`config.mk`:
```
export PLATFORM = sky130hd
export DESIGN_NAME = alu32
export DESIGN_NICKNAME = d
export VERILOG_FILES = /design/src/rtl/alu_pkg.sv /design/src/rtl/alu32_comb.sv /design/src/rtl/alu32.sv
export SDC_FILE = /design/constraint.sdc
export NUM_CORES = 1
export LEC_CHECK = 0
export CAP_MARGIN = 30
export CORE_MARGIN = 4
export CORE_UTILIZATION = 52
export CTS_CLUSTER_SIZE = 25
export DETAILED_ROUTE_END_ITERATION = 10
export PLACE_DENSITY = 0.77
export SYNTH_ARGS = -nofsm -noshare
export SYNTH_HDL_FRONTEND = slang
export SYNTH_SLANG_ARGS = --single-unit
```
`constraint.sdc`:
```
create_clock -name clk -period 3.5 [get_ports clk]
set_clock_uncertainty 0.2 [all_clocks]
set_input_delay 0.7 -clock clk [delete_from_list [all_inputs] [get_ports clk]]
set_output_delay 0.7 -clock clk [all_outputs]
set_load 0.05 [all_outputs]
```
`src/rtl/alu_pkg.sv`:
```
// Shared ALU definitions: the ALU-control opcodes and the datapath width.
// The control unit imports this package too, so both sides agree on the encoding.
package alu_pkg;

  localparam int DATA_W = 32;

  localparam logic [3:0] ALU_AND = 4'd0;
  localparam logic [3:0] ALU_OR  = 4'd1;
  localparam logic [3:0] ALU_ADD = 4'd2;
  localparam logic [3:0] ALU_SUB = 4'd6;
  localparam logic [3:0] ALU_SLT = 4'd7;
  localparam logic [3:0] ALU_NOR = 4'd12;

endpackage

```
`src/rtl/alu32_comb.sv`:
```
// Combinational core of the execute-stage ALU.
// Maps an opcode and two operands to the next result value.
// Raises o_valid only for recognised opcodes, so the wrapper can hold its register on NOPs.
module alu32_comb
  import alu_pkg::*;
(
  input  logic [DATA_W-1:0] i_a,
  input  logic [DATA_W-1:0] i_b,
  input  logic [3:0]        i_op,
  output logic [DATA_W-1:0] o_result,
  output logic              o_valid
);

  logic w_slt;

  // SLT compares the operands as two's-complement numbers, not as unsigned ones.
  assign w_slt = ($signed(i_a) < $signed(i_b));

  // Decode the opcode; unknown codes give zero data and clear the valid flag.
  always_comb begin
    o_result = '0;
    o_valid  = 1'b1;
    case (i_op)
      ALU_AND: o_result = i_a & i_b;
      ALU_OR:  o_result = i_a | i_b;
      ALU_ADD: o_result = i_a + i_b;
      ALU_SUB: o_result = i_a - i_b;
      ALU_SLT: o_result = {{(DATA_W-1){1'b0}}, w_slt};
      ALU_NOR: o_result = ~(i_a | i_b);
      default: begin
        o_result = '0;
        o_valid  = 1'b0;
      end
    endcase
  end

endmodule

```
`src/rtl/alu32.sv`:
```
// 32-bit MIPS execute-stage ALU.
// Registers the operation result on each rising edge and holds it on NOP codes.
// Zero is an equality flag for branches and bypasses the register and the reset entirely.
module alu32
  import alu_pkg::*;
(
  input  logic              clk,
  input  logic              rst,
  input  logic [DATA_W-1:0] DataIn1,
  input  logic [DATA_W-1:0] DataIn2,
  input  logic [3:0]        Operation,
  output logic [DATA_W-1:0] Result,
  output logic              Zero
);

  logic [DATA_W-1:0] r_result;
  logic [DATA_W-1:0] w_next;
  logic              w_valid;

  alu32_comb u_comb (
    .i_a      (DataIn1),
    .i_b      (DataIn2),
    .i_op     (Operation),
    .o_result (w_next),
    .o_valid  (w_valid)
  );

  // Result register: reset wins, valid opcodes load, NOP codes keep the old value.
  always_ff @(posedge clk) begin
    if (rst) begin
      r_result <= '0;
    end else if (w_valid) begin
      r_result <= w_next;
    end
  end

  assign Result = r_result;

  // A - B is zero exactly when the operands are equal, so a comparator is enough.
  assign Zero = (DataIn1 == DataIn2);

endmodule

```
# After elaboration in Yosys (flattened, before gate mapping)
# Cells that the tools add are included.
[classes]
magnitude_cmp = 1
bitwise_logic = 3
reduce_logical = 2
addsub = 2
n_eq_ne = 6
mux = 2
[ops]
columns = ["operator", "n"]
rows = [
  ["$pmux W32 S6", 1],
  ["$add A32 B32 Y32", 1],
  ["$and A32 B32 Y32", 1],
  ["$eq A32 B32 Y1", 1],
  ["$lt A32 B32 Y1", 1],
  ["$not A32 Y32", 1],
  ["$or A32 B32 Y32", 1],
  ["$sub A32 B32 Y32", 1],
  ["$eq A4 B3 Y1 const B", 2],
  ["$reduce_or A6 Y1", 1],
  ["$eq A4 B1 Y1 const B", 1],
  ["$eq A4 B2 Y1 const B", 1],
  ["$eq A4 B4 Y1 const B", 1],
  ["$logic_not A4 Y1", 1],
  ["$mux W1", 1],
]
[totals]
out_inout_bits = 33
ff_bits = 32
elab_cells = 17
input_bits = 70

# Logic depth before layout (Yosys ltp)
[depth]
ltp_word = 3
depth_mapped = 11
ltp_nobuf = 11

# Cells and area by module
# Synthesis repeated with hierarchy kept, for this count alone.
[hier_totals]
cells_unflattened = 935
hier_area_um2 = 6597.6
[by_module_without_submodules]
columns = ["mod", "seq_area_each_um2", "n_inst", "cells_each", "area_each_um2"]
rows = [
  ["alu32_comb", 0.0, 1, 789, 5131.2],
  ["alu32", 640.6, 1, 146, 1466.4],
]

# Worst setup path before layout
# Ideal clock, no wire load.
[synth_timing]
kind = "input-to-output"
startpoint = "in DataIn1[17]"
endpoint = "out Zero"
stages = 7
required_ns = 2.600
n_path_buf = 1
arrival_ns = 2.857
slack_ns = -0.257
path_cell_list = "inv_1 ha_1 buf_6 or3_4 nor4_2 nand2_1 nor3_1"
[synth_via]
elab_chain_cells = 1
[synth_rtl]
columns = ["item", "line", "source"]
rows = [
  ["start, declared", "alu32.sv:9", "input logic [DATA_W-1:0] DataIn1,"],
  ["$eq A32 B32 Y1", "alu32.sv:40", "assign Zero = (DataIn1 == DataIn2);"],
  ["end, declared", "alu32.sv:13", "output logic Zero"],
]
# No other way between the ends.

# Worst setup path after layout
[layout_timing]
startpoint = "in DataIn2[21]"
endpoint = "out Zero"
[layout_via]
elab_chain_cells = 1
[layout_rtl]
columns = ["item", "line", "source"]
rows = [
  ["start, declared", "alu32.sv:10", "input logic [DATA_W-1:0] DataIn2,"],
  ["$eq A32 B32 Y1", "alu32.sv:40", ""],
]
# No other way between the ends.

==> flow_summary.yaml <==
sta:
  slew_viol_final: 0
  setup-tns-final_ns: 0
  whs_ns: 0.301
  relSlewSlack_pct: 64.4
  finalSetupViolCount: 0
  max_freq_mhz: 289
  post-route-period-util_pct: 98.9
  worstMarginPinSlew_ns: 0.533
  hold_viol_final: 0
  fin_crit_ns: 3.46
global_routing:
  antenna_found_initial: 0
  grt_first_pass_wirelength_mm: 41.7
  grt_pass1_vias: 8524
  grt_max_degree: 56
  grt_overflow: 0
  grt_usage_pct: 35.2
power:
  vdd_ir_drop_max_uv: 203
  power.total_uw: 2540
  powerDensity_nw_per_um2: 247
  p_leak_uw: 0.00473
detailed_routing:
  vias_per_cell: 6.33
  ant_nets: 0
  drc_errors: 0
  first_pass_iters: 7
  drtIter0Drc: 1018
  wirelength_mm: 28.2
  num_vias: 8977
  wire_per_inst_um: 19.9
finish:
  layout_commonest_cell: "buf_4"
  largest_reg_flops: 32
  diodes: 0
  area_growth_syn_to_layout_pct: 54.2
  layout_common_cells: "buf_4, a21oi_1, o21ai_0"
  fin_nets: 1418
  final_area_um2: 10300
  drive_gt1_share_pct: 31.1
yosys:
  synth_edf_count: 0
  postSynthCellCount: 959
  syn_area_um2: 6670
  yosys_register_bits: 32
  ys_async_sr_fraction_pct: 0
  syn-num-nets: 1132
  synth-seq-area-share_pct: 9.60
  ys_types: 88
  yosysWarnings: 0
  synth_ff_type: "dfxtp_1"
  syn_area_per_cell_um2: 6.96
clock_network:
  numCtsBuffers: 5
  cts_tree: "done"
  cts.sinks: 32
  clk_root_buffer_cell: "clkbuf_16"
  cts_hold_buf: 0
  clkLatencyLatePin_ns: 0.30
  clkTransAtPathRegs_ns: 0.06
  htree_num_levels: 2
  clock_path_buffers: 2
die:
  fp.dieH_um: 121
  dieArea_um2: 14700
  initial_utilization_pct: 53.1
  io_pins: 103
  num_rows: 41
  die_x_um: 121
  core_area_um2: 12600
worst_setup_path:
  worstPathBufferInverterCount: 4
  end_kind: "primary output"
  critical_path.max_fanout: 3
  max_stage_delay_ns: 0.53
  cp-start-kind: "input pin"
  cp.arrival_ns: 2.56
  r2r_slack_ns: 2.06
  critical-path-top-delay-family: "buffers and inverters"
  worstPathCellList: "clkdlybuf4s50_1 > inv_2 > ha_4 > buf_4 > nor4_4 > nand2_2 > nor3_4 > buf_12"
  path_class: "input pin to primary output"
  slowest_stage: "clkdlybuf4s50_1"
  required_ns: 2.60
place:
  port_buffers: 102
  place_congestion: 1.03
  hpwl_mm: 19.6
  dpl_cell_area_um2: 9350
worst_hold_path:
  hold_path_class: "register to register"
job:
  drv_cap: 0
run_status:
  status: "complete, no violations"
per-layer routing:
layer / GRT usage (%) / part of all wire (%) / vias to the layer above
li1: - / - / 4075
met1: 44.8 / 39 / 4180
met2: 59.2 / 47 / 602
met3: 5.73 / 9.7 / 120
met4: 14.8 / 4.7 / 0
met5: 0 / 0 / -
what timing repair did:
item	in CTS	in global routing
resized for setup	59	101
pin swaps	20	31
setup endpoints to repair	12	20
buffers inserted	5	8
cell families (layout without fill, tap and decap cells):
kind of cell    count (synthesis)  count (layout)  share of synthesized area, %
compound gates                366             366                          36.6
xor+xnor                       12              12                          1.58
fa+ha+maj                     103             103                          19.5
buf+inv                       166             453                          10.7
flops                          32              32                          9.60
mux                             5               5                         0.750
simple gates                  275             275                          21.3
metrics by stage:
step | setup slack (ns) | std cells | util, %
after floorplan | 0.152 | 959 | -
after global placement | -0.464 | 1397 | 74.4
after detailed placement | -0.527 | 1397 | 74.4
after CTS | -0.00499 | 1410 | 78.1
after global routing | -0.0450 | 1418 | 81.8
final | 0.0396 | 1418 | 81.8
final timing paths:
| kind | from | to | depth (start not counted) |
|---|---|---|---|
| setup reg to reg | Result[20] | Result[20] | 4 |
| setup / recovery | DataIn2[21] | Zero | 8 |
| hold / removal | Result[13] | Result[13] | 1 |
| hold reg to reg | Result[13] | Result[13] | 1 |
Yosys cell counts, types with 5 or more instances:
cell | n | share of area (%)
a211oi_1 | 16 | 1.8
a21o_1 | 15 | 1.7
a21oi_1 | 101 | 7.6
a31oi_1 | 6 | 0.56
and3_1 | 8 | 0.75
buf_1 | 7 | 0.39
buf_2 | 11 | 0.83
buf_4 | 10 | 1.1
clkbuf_1 | 33 | 1.9
dfxtp_1 | 32 | 9.6
ha_1 | 101 | 19
inv_1 | 96 | 5.4
mux2i_1 | 5 | 0.75
nand2_1 | 64 | 3.6
nand2b_1 | 10 | 0.94
nand3_1 | 24 | 1.8
nand3b_1 | 5 | 0.56
nand4_1 | 13 | 1.2
nor2_1 | 58 | 3.3
nor2b_1 | 12 | 1.1
nor3_1 | 34 | 2.6
nor4_1 | 14 | 1.3
o211a_1 | 8 | 1.2
o211ai_1 | 21 | 2.4
o21a_1 | 9 | 1.0
o21ai_0 | 73 | 5.5
o21ai_1 | 6 | 0.45
o21bai_1 | 11 | 1.2
o221ai_1 | 7 | 0.92
o22ai_1 | 26 | 2.4
o311ai_0 | 7 | 0.92
o31ai_1 | 10 | 1.1
xnor2_1 | 10 | 1.3
layout make-up:
cell class,instances,area (µm²)
multi-input combinational,761,5970
timing repair buffer,346,2940
fill,857,2290
sequential,32,641
inverter,99,372
tap,172,215
clock buffer,8,146
power breakdown:
group	total, µW	internal (µW)	switching (µW)
combinational	1630	729	897
clock	496	285	211
sequential	418	397	20.8
(Power assumes the default switching activity.)
